`config.mk`:
```
export PLATFORM = sky130hd
export DESIGN_NAME = uart_baud_ctrl
export DESIGN_NICKNAME = d
export VERILOG_FILES = /design/src/rtl/uart_pkg.sv /design/src/rtl/uart_sync2.sv /design/src/rtl/uart_baud_ctrl.sv
export SDC_FILE = /design/constraint.sdc
export NUM_CORES = 1
export LEC_CHECK = 0
export BUFFER_PORTS_ARGS = -buffer_cell sky130_fd_sc_hd__buf_2
export CAP_MARGIN = 10
export CELL_PAD_IN_SITES_DETAIL_PLACEMENT = 0
export CELL_PAD_IN_SITES_GLOBAL_PLACEMENT = 2
export CORE_MARGIN = 10
export CORE_UTILIZATION = 37
export CTS_BUF_LIST = sky130_fd_sc_hd__clkbuf_4
export DETAILED_ROUTE_END_ITERATION = 8
export PLACE_DENSITY = 0.94
export SYNTH_ARGS = -nofsm -noshare
export SYNTH_HDL_FRONTEND = slang
export SYNTH_SLANG_ARGS = --single-unit
```
`constraint.sdc`:
```
create_clock -name clk -period 2.5 [get_ports clk]
set_input_delay 0.375 -clock clk [delete_from_list [all_inputs] [get_ports clk]]
set_output_delay 0.375 -clock clk [all_outputs]
set_load 0.005 [all_outputs]
```
`src/rtl/uart_pkg.sv`:
```
// uart_pkg: shared UART constants, baud-control state encoding and synchronizer reset value
package uart_pkg;
    localparam int PRESCALE_W       = 8;
    localparam int DEFAULT_PRESCALE = 4;
    localparam logic SYNC_RST_VAL   = 1'b1;
    typedef enum logic [2:0] {
        IDLE,
        WAIT_QUIET,
        APPLY,
        AB_WAIT_HIGH,
        AB_WAIT_FALL,
        AB_MEASURE
    } state_t;
endpackage

```
`src/rtl/uart_sync2.sv`:
```
// uart_sync2: two-flop synchronizer for an asynchronous single-bit input
module uart_sync2 #(
    parameter logic RST_VAL = 1'b1
) (
    input  logic clk,
    input  logic rst,
    input  logic d_i,
    output logic q_o
);
    logic [1:0] ff_q;
    always_ff @(posedge clk) ff_q <= rst ? {2{RST_VAL}} : {ff_q[0], d_i};
    assign q_o = ff_q[1];
endmodule

```
`src/rtl/uart_baud_ctrl.sv`:
```
// uart_baud_ctrl: owns the baud prescale, applies software or auto-baud values when the line is quiet
module uart_baud_ctrl #(
    parameter int PRESCALE_W       = uart_pkg::PRESCALE_W,
    parameter int DEFAULT_PRESCALE = uart_pkg::DEFAULT_PRESCALE,
    parameter int CNT_W            = 16,
    parameter int DIV_SHIFT        = 4
) (
    input  logic                  clk,
    input  logic                  rst,
    input  logic                  cfg_valid,
    input  logic [PRESCALE_W-1:0] cfg_prescale,
    output logic                  cfg_ready,
    input  logic                  auto_start,
    input  logic                  rx_in,
    input  logic                  tx_busy,
    input  logic                  rx_busy,
    output logic [PRESCALE_W-1:0] prescale,
    output logic                  gen_en,
    output logic                  auto_done,
    output logic                  err
);
    import uart_pkg::*;
    localparam logic [CNT_W-1:0] CNT_MAX = '1;
    localparam logic [CNT_W-1:0] RES_MAX = CNT_W'({PRESCALE_W{1'b1}});
    state_t                state_q;
    logic [PRESCALE_W-1:0] prescale_q, pending_q;
    logic [CNT_W-1:0]      cnt_q, cnt_d, result;
    logic                  from_ab_q, err_q, auto_done_q, rxs, ab_fail;
    uart_sync2 #(.RST_VAL(SYNC_RST_VAL)) u_sync (.clk(clk), .rst(rst), .d_i(rx_in), .q_o(rxs));
    always_comb begin
        cnt_d   = (cnt_q == CNT_MAX) ? cnt_q : cnt_q + 1'b1;
        result  = cnt_q >> DIV_SHIFT;
        ab_fail = (cnt_q == CNT_MAX) || (result == '0) || (result > RES_MAX);
    end
    always_ff @(posedge clk) begin
        if (rst) begin
            state_q     <= IDLE;
            prescale_q  <= PRESCALE_W'(DEFAULT_PRESCALE);
            pending_q   <= '0;
            cnt_q       <= '0;
            from_ab_q   <= 1'b0;
            err_q       <= 1'b0;
            auto_done_q <= 1'b0;
        end else begin
            err_q       <= 1'b0;
            auto_done_q <= 1'b0;
            case (state_q)
                IDLE: begin
                    if (cfg_valid) begin
                        if (cfg_prescale == '0) err_q <= 1'b1;
                        else begin
                            pending_q <= cfg_prescale;
                            from_ab_q <= 1'b0;
                            state_q   <= WAIT_QUIET;
                        end
                    end else if (auto_start) state_q <= AB_WAIT_HIGH;
                end
                WAIT_QUIET: if (!tx_busy && !rx_busy) state_q <= APPLY;
                APPLY: begin
                    prescale_q  <= pending_q;
                    auto_done_q <= from_ab_q;
                    state_q     <= IDLE;
                end
                AB_WAIT_HIGH: if (rxs) state_q <= AB_WAIT_FALL;
                AB_WAIT_FALL: begin
                    if (!rxs) begin
                        cnt_q   <= CNT_W'(1);
                        state_q <= AB_MEASURE;
                    end
                end
                AB_MEASURE: begin
                    if (!rxs) cnt_q <= cnt_d;
                    else if (ab_fail) begin
                        err_q   <= 1'b1;
                        state_q <= IDLE;
                    end else begin
                        pending_q <= result[PRESCALE_W-1:0];
                        from_ab_q <= 1'b1;
                        state_q   <= WAIT_QUIET;
                    end
                end
                default: state_q <= IDLE;
            endcase
        end
    end
    assign prescale  = prescale_q;
    assign gen_en    = state_q != APPLY;
    assign cfg_ready = state_q == IDLE;
    assign auto_done = auto_done_q;
    assign err       = err_q;
endmodule

```
# == After elaboration in Yosys (flattened, before gate mapping) ==
# Index checks and enable logic that the tools add are counted.
# word_totals
ff_bits,40
output_inout_bits,12
wordCells,71
# classes
n_addsub,1
magnitude_cmp,1
n_eq_ne,18
n_mux,28
bitwise_logic,1
reduce_logical,14
# ops
cell,n
2-to-1 mux 16 bit,3
2-to-1 mux 8 bit,4
one-hot mux 16 bit (2 select lines),1
2-to-1 mux 3 bit,7
adder 16 x 1 -> 16 bit (second input constant),1
equality test 16 bit (second input constant),1
logical NOT 16 bit,1
one-hot mux 8 bit (2 select lines),1
one-hot mux 3 bit (5 select lines),1
!= test 2 bit (second input constant),7
greater-than comparator 12 x 8 -> 1 bit (second input constant),1
2-to-1 mux 1 bit,9
logical NOT 8 bit,1
equality test 3 x 2 -> 1 bit (second input constant),2
equality test 3 bit (second input constant),2
!= test 3 x 2 -> 1 bit (second input constant),2
AND reduction 6 bit,1
AND reduction 5 bit,1
!= test 2 x 1 -> 1 bit (second input constant),2
one-hot mux 1 bit (2 select lines),2
AND reduction 4 bit,1
nonzero test 2 bit,2
equality test 3 x 1 -> 1 bit (second input constant),1
logical NOT 3 bit,1
6 further kinds,8

# == Depth between registers and ports, before layout ==
# Gate-level depths: netlist (run 1).
# logic_depth
depth_word,6
ltp_mapped,7
ltp_nobuf,5

# == Modules after synthesis ==
# Synthesis (run 1) repeated with hierarchy kept, for this count alone.
# unflattened
cells_unflattened,232
area_unflattened_um2,2021.9
# by_module_without_submodules
mod,instances,cells_each,area_per_inst_um2,seq_area_each_um2
uart_baud_ctrl,1,228,1969.4,760.7
uart_sync2,1,4,52.6,40.0

# == Least setup slack after synthesis (run 1) ==
# Ideal clock, no wire load.
# synth_path
path_kind,register -> register
start,register cnt_q[0]
end,register cnt_q[7]
setup_time_ps,71
t_arrival_ps,1763
required_ps,2429
path_slack_ps,666
path_stages_with_launch,8
path_buffers,2
cell_sequence,dfxtp_1 ha_1 clkbuf_1 and3_1 buf_2 a21o_4 or4_1 a21oi_1
# synth_via
elab_chain_cells,4
word_cells_on_any_way,7
classes_between,1 x add/sub; 2 x eq/ne; 3 x mux; 1 x reduce/logical
# synth_rtl
element,line_no,source
"start, declared",uart_baud_ctrl.sv:27,"logic [CNT_W-1:0] cnt_q, cnt_d, result;"
"start signal, assigned",uart_baud_ctrl.sv:72,if (!rxs) cnt_q <= cnt_d;
adder 16 x 1 -> 16 bit,uart_baud_ctrl.sv:31,cnt_d = (cnt_q == CNT_MAX) ? cnt_q : cnt_q + 1'b1;
2-to-1 mux 16 bit,uart_baud_ctrl.sv:31,
2-to-1 mux 16 bit,uart_baud_ctrl.sv:72,
one-hot mux 16 bit (2 select lines),uart_baud_ctrl.sv:47,case (state_q)
# Several ways; a longest one is shown, not always the timed one. The select of a mux whose other input is x is not followed.
# A chain may end at the register's enable or synchronous reset.

# == Worst setup path in the final report (run 1) ==
# layout_path
start,register state_q[1]
end,output gen_en
# layout_via
elab_chain_cells,1
# layout_rtl
element,line_no,source
"start, declared",uart_baud_ctrl.sv:25,state_t state_q;
"start signal, assigned",uart_baud_ctrl.sv:37,state_q <= IDLE;
"start signal, assigned",uart_baud_ctrl.sv:54,state_q <= WAIT_QUIET;
"start signal, assigned",uart_baud_ctrl.sv:56,end else if (auto_start) state_q <= AB_WAIT_HIGH;
!= test 3 x 2 -> 1 bit,uart_baud_ctrl.sv:87,assign gen_en = state_q != APPLY;
"end, declared",uart_baud_ctrl.sv:18,"output logic gen_en,"
# Every way passes these cells.

==> impl_metrics.yaml, run 1 <==
placement:
  portBuffers: 26
  hpwl_mm: 3.35
  placedCellCount: 314
  gp_congestion: 0.777
yosys:
  syn_area_per_cell_um2: 9.09
  seq_area_frac_synth_pct: 38.8
  synth_cells: 227
  ys_ff_latch: 40
  synthFlopType: "dfxtp_1"
  syn_nets: 243
  syn_area_um2: 2060
  synth_edf_count: 0
  yosys_warnings: 0
  synth_cell_types: 56
  synthArstFlopShare_pct: 0
worst_setup_path:
  timing.rr.end: "pending_q[4]"
  worstSetupPathType: "register to output pin"
  r2r_start: "cnt_q[12]"
  crit_fanout: 9
  worstSetupEndpointType: "output pin"
  cp_slowest_stage_delay_ps: 470
  cp_common_cell: "buf_4"
  reg2reg_depth: 5
  critPathArrivalTime_ps: 1650
  path_cells: "buf_4 -> nor3b_1 -> buf_4 -> inv_1 -> buf_2"
  r2r_setup_slack_ps: 480
  worst_ep_required_time_ps: 2120
  crit_slowest_cell: "dfxtp_1"
  start_kind: "register"
global_routing:
  grt_max_degree: 30
  grt_pass1_vias: 1595
  antenna_found_initial: 0
  overflow: 0
  grt_usage_pct: 10.7
  grt_first_pass_wirelength_mm: 7.80
clock_tree:
  clk_latency_ps: 340
  clk_pin_slew_ps: 110
  clkSinkCount: 40
  ctsRootBufferMaster: "clkbuf_4"
  cts-resized-gates: 0
  post_cts.repair.setup_buffers: 0
  cts_buffers: 5
  ctsHoldBuffers: 0
  cts_buffer_depth: 2
  cts-htree-levels: 2
  cts_tree: "built"
timing:
  fin_skew_ps: 16.1
  relSlewSlack_pct: 59.9
  tightest_slew_ps: 602
  max_freq_mhz: 493
  fin_setup_tns_ps: 0
  rsz0062_at_grt: "false"
  hold_violations: 0
  period_needed_ps: 2030
  holdWs_ps: 211
  slew_violations: 0
  setup-violations-final: 0
  finalCritPeriodShare_pct: 81.2
worst_hold_path:
  worstHoldEndpoint: "u_sync.ff_q[0]"
  hold_class: "input pin to register"
  hold_start: "rx_in"
  holdPathStages: 2
pwr:
  vdd_ir_drop_max_v: 0.000273
  power_uw: 1460
  p_leak_uw: 0.000871
  p_per_area_nw_per_um2: 638
job:
  drv_cap: 0
floorplanning:
  fp.dieW_um: 94.7
  rows: 27
  io_pins: 27
  die_y_um: 94.7
  start_util_pct: 37.7
  die-area_um2: 8960
  placeableCoreArea_um2: 5470
drt:
  drtIter0Drc: 73
  vias: 1670
  drc: 0
  wl_mm: 4.51
  ant_nets: 0
  wire_per_inst_um: 14.1
  dr.pass1.iters: 4
  via_per_inst: 5.20
final_layout:
  area_growth_pct: 10.6
  final_nets: 265
  final_cell_mix: "dfxtp_1 (40), nand2_1 (30), nor2_1 (26), buf_2 (26), a21oi_1 (11)"
  antenna_cells: 0
  drive_above_1_share_pct: 22.9
  instances_no_fill: 321
  final_common_cell: "dfxtp_1"
status:
  status: "finished, final reports clean"
[final cells by class]
| cell class | count | area (µm²) |
|---|---|---|
| sequential | 40 | 801 |
| clock inverter | 2 | 12.5 |
| multi-input combinational | 169 | 1170 |
| timing repair buffer | 29 | 153 |
| inverter | 4 | 15.0 |
| tap | 72 | 90.1 |
| clock buffer | 5 | 37.5 |
| fill | 563 | 3190 |
[worst max path at each step]
stage                                from           end  slack (ps)
after floorplan                  cnt_q[0]      cnt_q[7]         670
after global placement          cnt_q[12]  pending_q[5]         460
after detailed placement  cfg_prescale[6]  pending_q[1]         480
after CTS                      state_q[1]        gen_en         430
after global routing            cnt_q[12]  pending_q[4]         220
final                          state_q[1]        gen_en         470
[layer usage]
layer | wire length (µm) | vias to the layer above | GRT usage, %
met5 | 0 | - | 0
met2 | 1910 | 32 | 15.7
met1 | 2240 | 746 | 14.4
met4 | 70 | 0 | 4.11
li1 | - | 883 | -
met3 | 289 | 9 | 3.17
[worst max-delay path, delay by kind of cell (launching register included)]
kind	cells	cell delay, ps
flops	1	470
buf+inv	4	650
simple gates	1	200
[per-stage QoR]
stage / instance area, µm² / setup slack, ps / util, %
after global routing: 2280 / 220 / 41.7
after CTS: 2280 / 432 / 41.7
final: 2280 / 471 / 41.7
after floorplan: 2060 / 666 / -
after detailed placement: 2230 / 476 / 40.8
after global placement: 2230 / 460 / 40.8
[report_power, final]
group	leakage [µW]	total, µW	switching, µW	internal (µW)
Clock	0.0000271	304	202	103
Combinational	0.000519	388	207	181
Sequential	0.000325	763	61.3	702
[registers in the layout, summed over array words and instances, names as in the netlist]
signal / flops
prescale: 8
u_sync.ff_q: 2
err: 1
auto_done: 1
pending_q: 8
from_ab_q: 1
state_q: 3
cnt_q: 16
[cells in the mapped netlist (2+ instances only)]
master | instances | share of area [%]
nand3_1 | 9 | 2.2
a221oi_1 | 2 | 0.85
o21ai_0 | 2 | 0.49
a31oi_1 | 2 | 0.61
and2_1 | 2 | 0.61
o21a_1 | 2 | 0.73
buf_2 | 6 | 1.5
nor3_1 | 5 | 1.2
inv_1 | 4 | 0.73
and3b_1 | 2 | 0.85
and3_1 | 3 | 0.91
or4_1 | 8 | 2.9
nor4_1 | 3 | 0.91
a21o_1 | 2 | 0.73
a21oi_1 | 11 | 2.7
o211ai_1 | 3 | 1.1
a31o_1 | 3 | 1.3
mux2i_1 | 7 | 3.4
o31ai_1 | 2 | 0.73
buf_6 | 2 | 1.1
nor3b_1 | 2 | 0.73
xnor2_1 | 5 | 2.1
clkbuf_1 | 5 | 0.91
nand2_1 | 30 | 5.5
a311oi_2 | 8 | 5.8
nor2_1 | 26 | 4.7
or2_2 | 2 | 0.61
nand4b_1 | 2 | 0.85
dfxtp_1 | 40 | 39
[cell families (layout without fill, tap and decap cells)]
kind of cell / count (synthesis) / count (layout) / share of synthesized area [%]
AND/OR/NAND/NOR: 107 / 107 / 29.4
AO/OA/AOI/OAI: 48 / 48 / 20.9
flip-flops: 40 / 40 / 38.8
buffers and inverters: 18 / 40 / 4.37
multiplexers: 7 / 7 / 3.40
XOR/XNOR: 6 / 6 / 2.55
adder cells (fa/ha/maj): 1 / 1 / 0.606
No activity file was read; power rests on OpenSTA's default activity.
==> inputs of run 2 (changes only) <==
==> constraint.sdc (replaced) <==
create_clock -name clk -period 2 [get_ports clk]
set_input_delay 0.3 -clock clk [delete_from_list [all_inputs] [get_ports clk]]
set_output_delay 0.3 -clock clk [all_outputs]
set_load 0.005 [all_outputs]
==> impl_metrics.yaml, run 2 (same netlist as run 1, synthesis figures left out) <==
floorplanning:
  rows: 27
  placeableCoreArea_um2: 5470
  fp.dieW_um: 94.7
  start_util_pct: 37.7
  die_y_um: 94.7
  io_pins: 27
  die-area_um2: 8960
drt:
  dr.pass1.iters: 4
  wl_met1_mm: 2.50
  wl_mm: 5.02
  highest_layer: "met4"
  drtIter0Drc: 109
  ant_nets: 0
  via_per_inst: 5.26
  drc: 0
  vias: 1778
  met3WireLength_um: 235
  wire_per_inst_um: 14.8
  wl_met2_mm: 2.23
timing:
  fin_setup_tns_ps: 0
  fin_ws_ps: 158
  finalCritPeriodShare_pct: 92.1
  fin_skew_ps: 15.3
  setup-violations-final: 0
  rsz0062_at_grt: "false"
  max_freq_mhz: 543
  slew_violations: 0
  tightest_slew_ps: 510
  period_needed_ps: 1840
  relSlewSlack_pct: 65.9
  holdWs_ps: 134
  hold_violations: 0
final_layout:
  drive_above_1_share_pct: 27.8
  antenna_cells: 0
  final_nets: 281
  final_common_cell: "dfxtp_1"
  instances_no_fill: 338
  area_growth_pct: 18.7
  largest_reg_flops: 16
  top_register: "cnt_q"
  final_cell_mix: "dfxtp_1 (40), nand2_1 (30), nor2_1 (26), buf_2 (26), buf_4 (18)"
clock_tree:
  clk_pin_slew_ps: 130
  clkSinkCount: 40
  cts_buffers: 5
  ctsHoldBuffers: 0
  ctsRootBufferMaster: "clkbuf_4"
  cts-htree-levels: 2
  clk_latency_ps: 350
  cts_buffer_depth: 2
  cts_tree: "built"
pwr:
  p_per_area_nw_per_um2: 849
  power_uw: 2080
  vdd_ir_drop_max_v: 0.000296
  p_leak_uw: 0.000974
placement:
  pre_cts_ws_ps: 17.6
  placedCellCount: 326
  hpwl_mm: 3.73
  portBuffers: 26
  gp_congestion: 0.770
worst_setup_path:
  crit_fanout: 16
  worstSetupPathType: "register to register"
  worst_ep_required_time_ps: 2280
  start_kind: "register"
  worstSetupEndpointType: "register"
  critPathArrivalTime_ps: 2120
global_routing:
  grt_first_pass_wirelength_mm: 8.49
  grt_usage_pct: 11.6
  antenna_found_initial: 0
  overflow: 0
  grt_pass1_vias: 1764
  grt_max_degree: 17
status:
  status: "finished, final reports clean"
job:
  drv_cap: 0
worst_hold_path:
  hold_class: "input pin to register"
run 2: cell count changes in the layout (fill, tap and decap cells not counted):
cell / before / now
bufinv_16: 0 / 1
clkinv_1: 0 / 1
nor3b_1: 2 / 1
buf_12: 0 / 1
clkinv_4: 0 / 1
clkinvlp_4: 1 / 0
buf_4: 3 / 18
clkinv_2: 1 / 0
nor3b_2: 0 / 1
run 2: metal layers:
layer,vias up,track usage (%)
li1,903,-
met1,840,15.2
met2,27,18.3
met3,8,2.85
met4,0,3.74
met5,-,0
run 2: final cells by class:
class / count / area, µm²
repair buffers: 45 / 285
well taps: 72 / 90.1
clock buffers: 5 / 37.5
multi-input cells: 169 / 1180
clock inverters: 3 / 42.5
inverters: 4 / 15.0
flip-flops and latches: 40 / 801
fillers: 569 / 3020
run 2: worst paths after layout:
kind                                     start        endpoint  slack (ps)  cells after the start
worst min register to register  u_sync.ff_q[0]  u_sync.ff_q[1]         420                      1
worst max register to register        cnt_q[8]    pending_q[0]         160                      6
worst min-delay path                     rx_in  u_sync.ff_q[0]         130                      2
worst max-delay path                  cnt_q[8]    pending_q[0]         160                      6
run 2: critical path, cell delays in order, from the launching register on:
cell and delay, ps:
dfxtp_1 410, or4_1 560, o21ai_2 220, a22oi_4 110, buf_12 170, buf_4 130
a311oi_2 170
run 2: timing repair:
item / 4_1_cts / 5_1_grt
gates resized for setup: 0 / 1
setup endpoints to repair: 0 / 9
buffers inserted: 0 / 4
run 2: power breakdown:
part / internal [µW] / switching, µW / leakage (µW)
sequential: 878 / 77.6 / 0.000325
clock: 261 / 276 / 0.0000428
combinational: 295 / 290 / 0.000606
total: 1430 / 644 / 0.000974
run 2: metrics by stage:
stage	util, %	instance area (µm²)
finish	44.7	2450
global route	44.7	2450
CTS	43.9	2400
detailed placement	42.4	2320
global placement	42.4	2320
floorplan	-	2060
==> inputs of run 3 (changes only) <==
--- a/config.mk
+++ b/config.mk
@@ -10,10 +10,9 @@
 export CELL_PAD_IN_SITES_DETAIL_PLACEMENT = 0
 export CELL_PAD_IN_SITES_GLOBAL_PLACEMENT = 2
 export CORE_MARGIN = 10
-export CORE_UTILIZATION = 37
-export CTS_BUF_LIST = sky130_fd_sc_hd__clkbuf_4
+export CORE_UTILIZATION = 35
 export DETAILED_ROUTE_END_ITERATION = 8
-export PLACE_DENSITY = 0.94
+export PLACE_DENSITY = 0.9
 export SYNTH_ARGS = -nofsm -noshare
 export SYNTH_HDL_FRONTEND = slang
 export SYNTH_SLANG_ARGS = --single-unit
==> impl_metrics.yaml, run 3 (same netlist as run 1, synthesis figures left out) <==
status:
  status: "finished, final reports clean"
drt:
  via_per_inst: 5.34
  dr.pass1.iters: 4
  ant_nets: 0
  vias: 1782
  drc: 0
  wl_mm: 4.86
  wire_per_inst_um: 14.5
  drtIter0Drc: 110
timing:
  finalCritPeriodShare_pct: 94.4
  tightest_slew_ps: 422
  hold_violations: 0
  setup-violations-final: 0
  fin_skew_ps: 10.8
  fin_setup_tns_ps: 0
  period_needed_ps: 1890
  fin_ws_ps: 112
  slew_violations: 0
  max_freq_mhz: 530
  relSlewSlack_pct: 71.9
final_layout:
  area_growth_pct: 17.6
  largest_reg_flops: 16
  final_nets: 278
  final_cell_mix: "dfxtp_1 (40), nand2_1 (30), nor2_1 (26), buf_2 (26), buf_4 (15)"
  top_register: "cnt_q"
  antenna_cells: 0
  drive_above_1_share_pct: 27.1
  final_common_cell: "dfxtp_1"
  final_util_pct: 43.3
placement:
  portBuffers: 26
  hpwl_mm: 3.61
  pre_cts_ws_ps: 97.5
  gp_congestion: 0.745
pwr:
  power_uw: 2050
  vdd_ir_drop_max_v: 0.000363
  p_leak_uw: 0.000953
  p_per_area_nw_per_um2: 844
clock_tree:
  clk_pin_slew_ps: 80
  cts_tree: "built"
  ctsHoldBuffers: 0
  ctsRootBufferMaster: "clkbuf_8"
  cts-htree-levels: 2
  cts_buffer_depth: 2
  clkSinkCount: 40
  clk_latency_ps: 300
  cts_buffers: 5
worst_setup_path:
  start_kind: "register"
  critPathArrivalTime_ps: 2100
  worstSetupPathType: "register to register"
  crit_fanout: 15
  worst_ep_required_time_ps: 2210
  worstSetupEndpointType: "register"
floorplanning:
  start_util_pct: 36.8
  fp.dieW_um: 96.8
  die-area_um2: 9370
  io_pins: 27
  die_y_um: 96.8
  rows: 27
  placeableCoreArea_um2: 5610
global_routing:
  grt_pass1_vias: 1675
  grt_usage_pct: 10.4
  grt_first_pass_wirelength_mm: 8.47
  overflow: 0
  grt_max_degree: 17
  antenna_found_initial: 0
worst_hold_path:
  hold_class: "input pin to register"
job:
  drv_cap: 0
==> run 3: cell types whose count changed in the layout (fill, tap and decap cells not counted), sizes merged <==
cell,delta
bufinv,-1
clkinv,-1
clkinvlp,+1
buf,-3
==> run 3: through the flow <==
| step | hold slack [ps] | instances | area [µm²] |
|---|---|---|---|
| 2_1_floorplan | 389 | 227 | 2060 |
| 3_3_place_gp | 392 | 322 | 2290 |
| 3_5_place_dp | 393 | 322 | 2290 |
| 4_1_cts | 188 | 329 | 2370 |
| 5_1_grt | 196 | 334 | 2430 |
| 6_report | 189 | 334 | 2430 |
==> run 3: worst max-delay path, stage by stage, from the launching register on <==
cell and delay, ps:
dfxtp_1 380, or4_1 550, o21ai_2 270, a22oi_4 130, buf_12 170, buf_4 130
a311oi_2 180
==> run 3: path summary, 6_finish.rpt <==
| check | slack, ps | from | depth (start not counted) | end |
|---|---|---|---|---|
| worst max register to register | 110 | cnt_q[8] | 6 | pending_q[1] |
| worst min-delay path | 190 | rx_in | 2 | u_sync.ff_q[0] |
| worst max-delay path | 110 | cnt_q[8] | 6 | pending_q[1] |
| worst min register to register | 410 | u_sync.ff_q[0] | 1 | u_sync.ff_q[1] |
==> run 3: repair_timing <==
action	CTS	global route
buffers inserted	0	5
resized for setup	0	1
endpoints found under the setup margin	0	10
==> run 3: cell type report <==
class                           count  area [µm²]
Fill cell                         579        3180
Multi-Input combinational cell    169        1180
Sequential cell                    40         801
Timing Repair Buffer               42         263
Tap cell                           72        90.1
Clock buffer                        5        68.8
Inverter                            4        15.0
Clock inverter                      2        12.5
==> run 3: metal layers <==
layer  part of all wire, %  routed length [µm]  GRT usage (%)  up-vias
li1                      -                   -              -      905
met2                    43                2070           14.6       29
met3                   4.1                 197           3.34        7
met4                  0.91                  44           2.71        0
met1                    52                2550           14.8      841
met5                     0                   0              0        -
==> run 3: report_power, final <==
group | switching (µW) | internal (µW)
logic | 286 | 291
clock network | 283 | 236
registers | 74.3 | 878
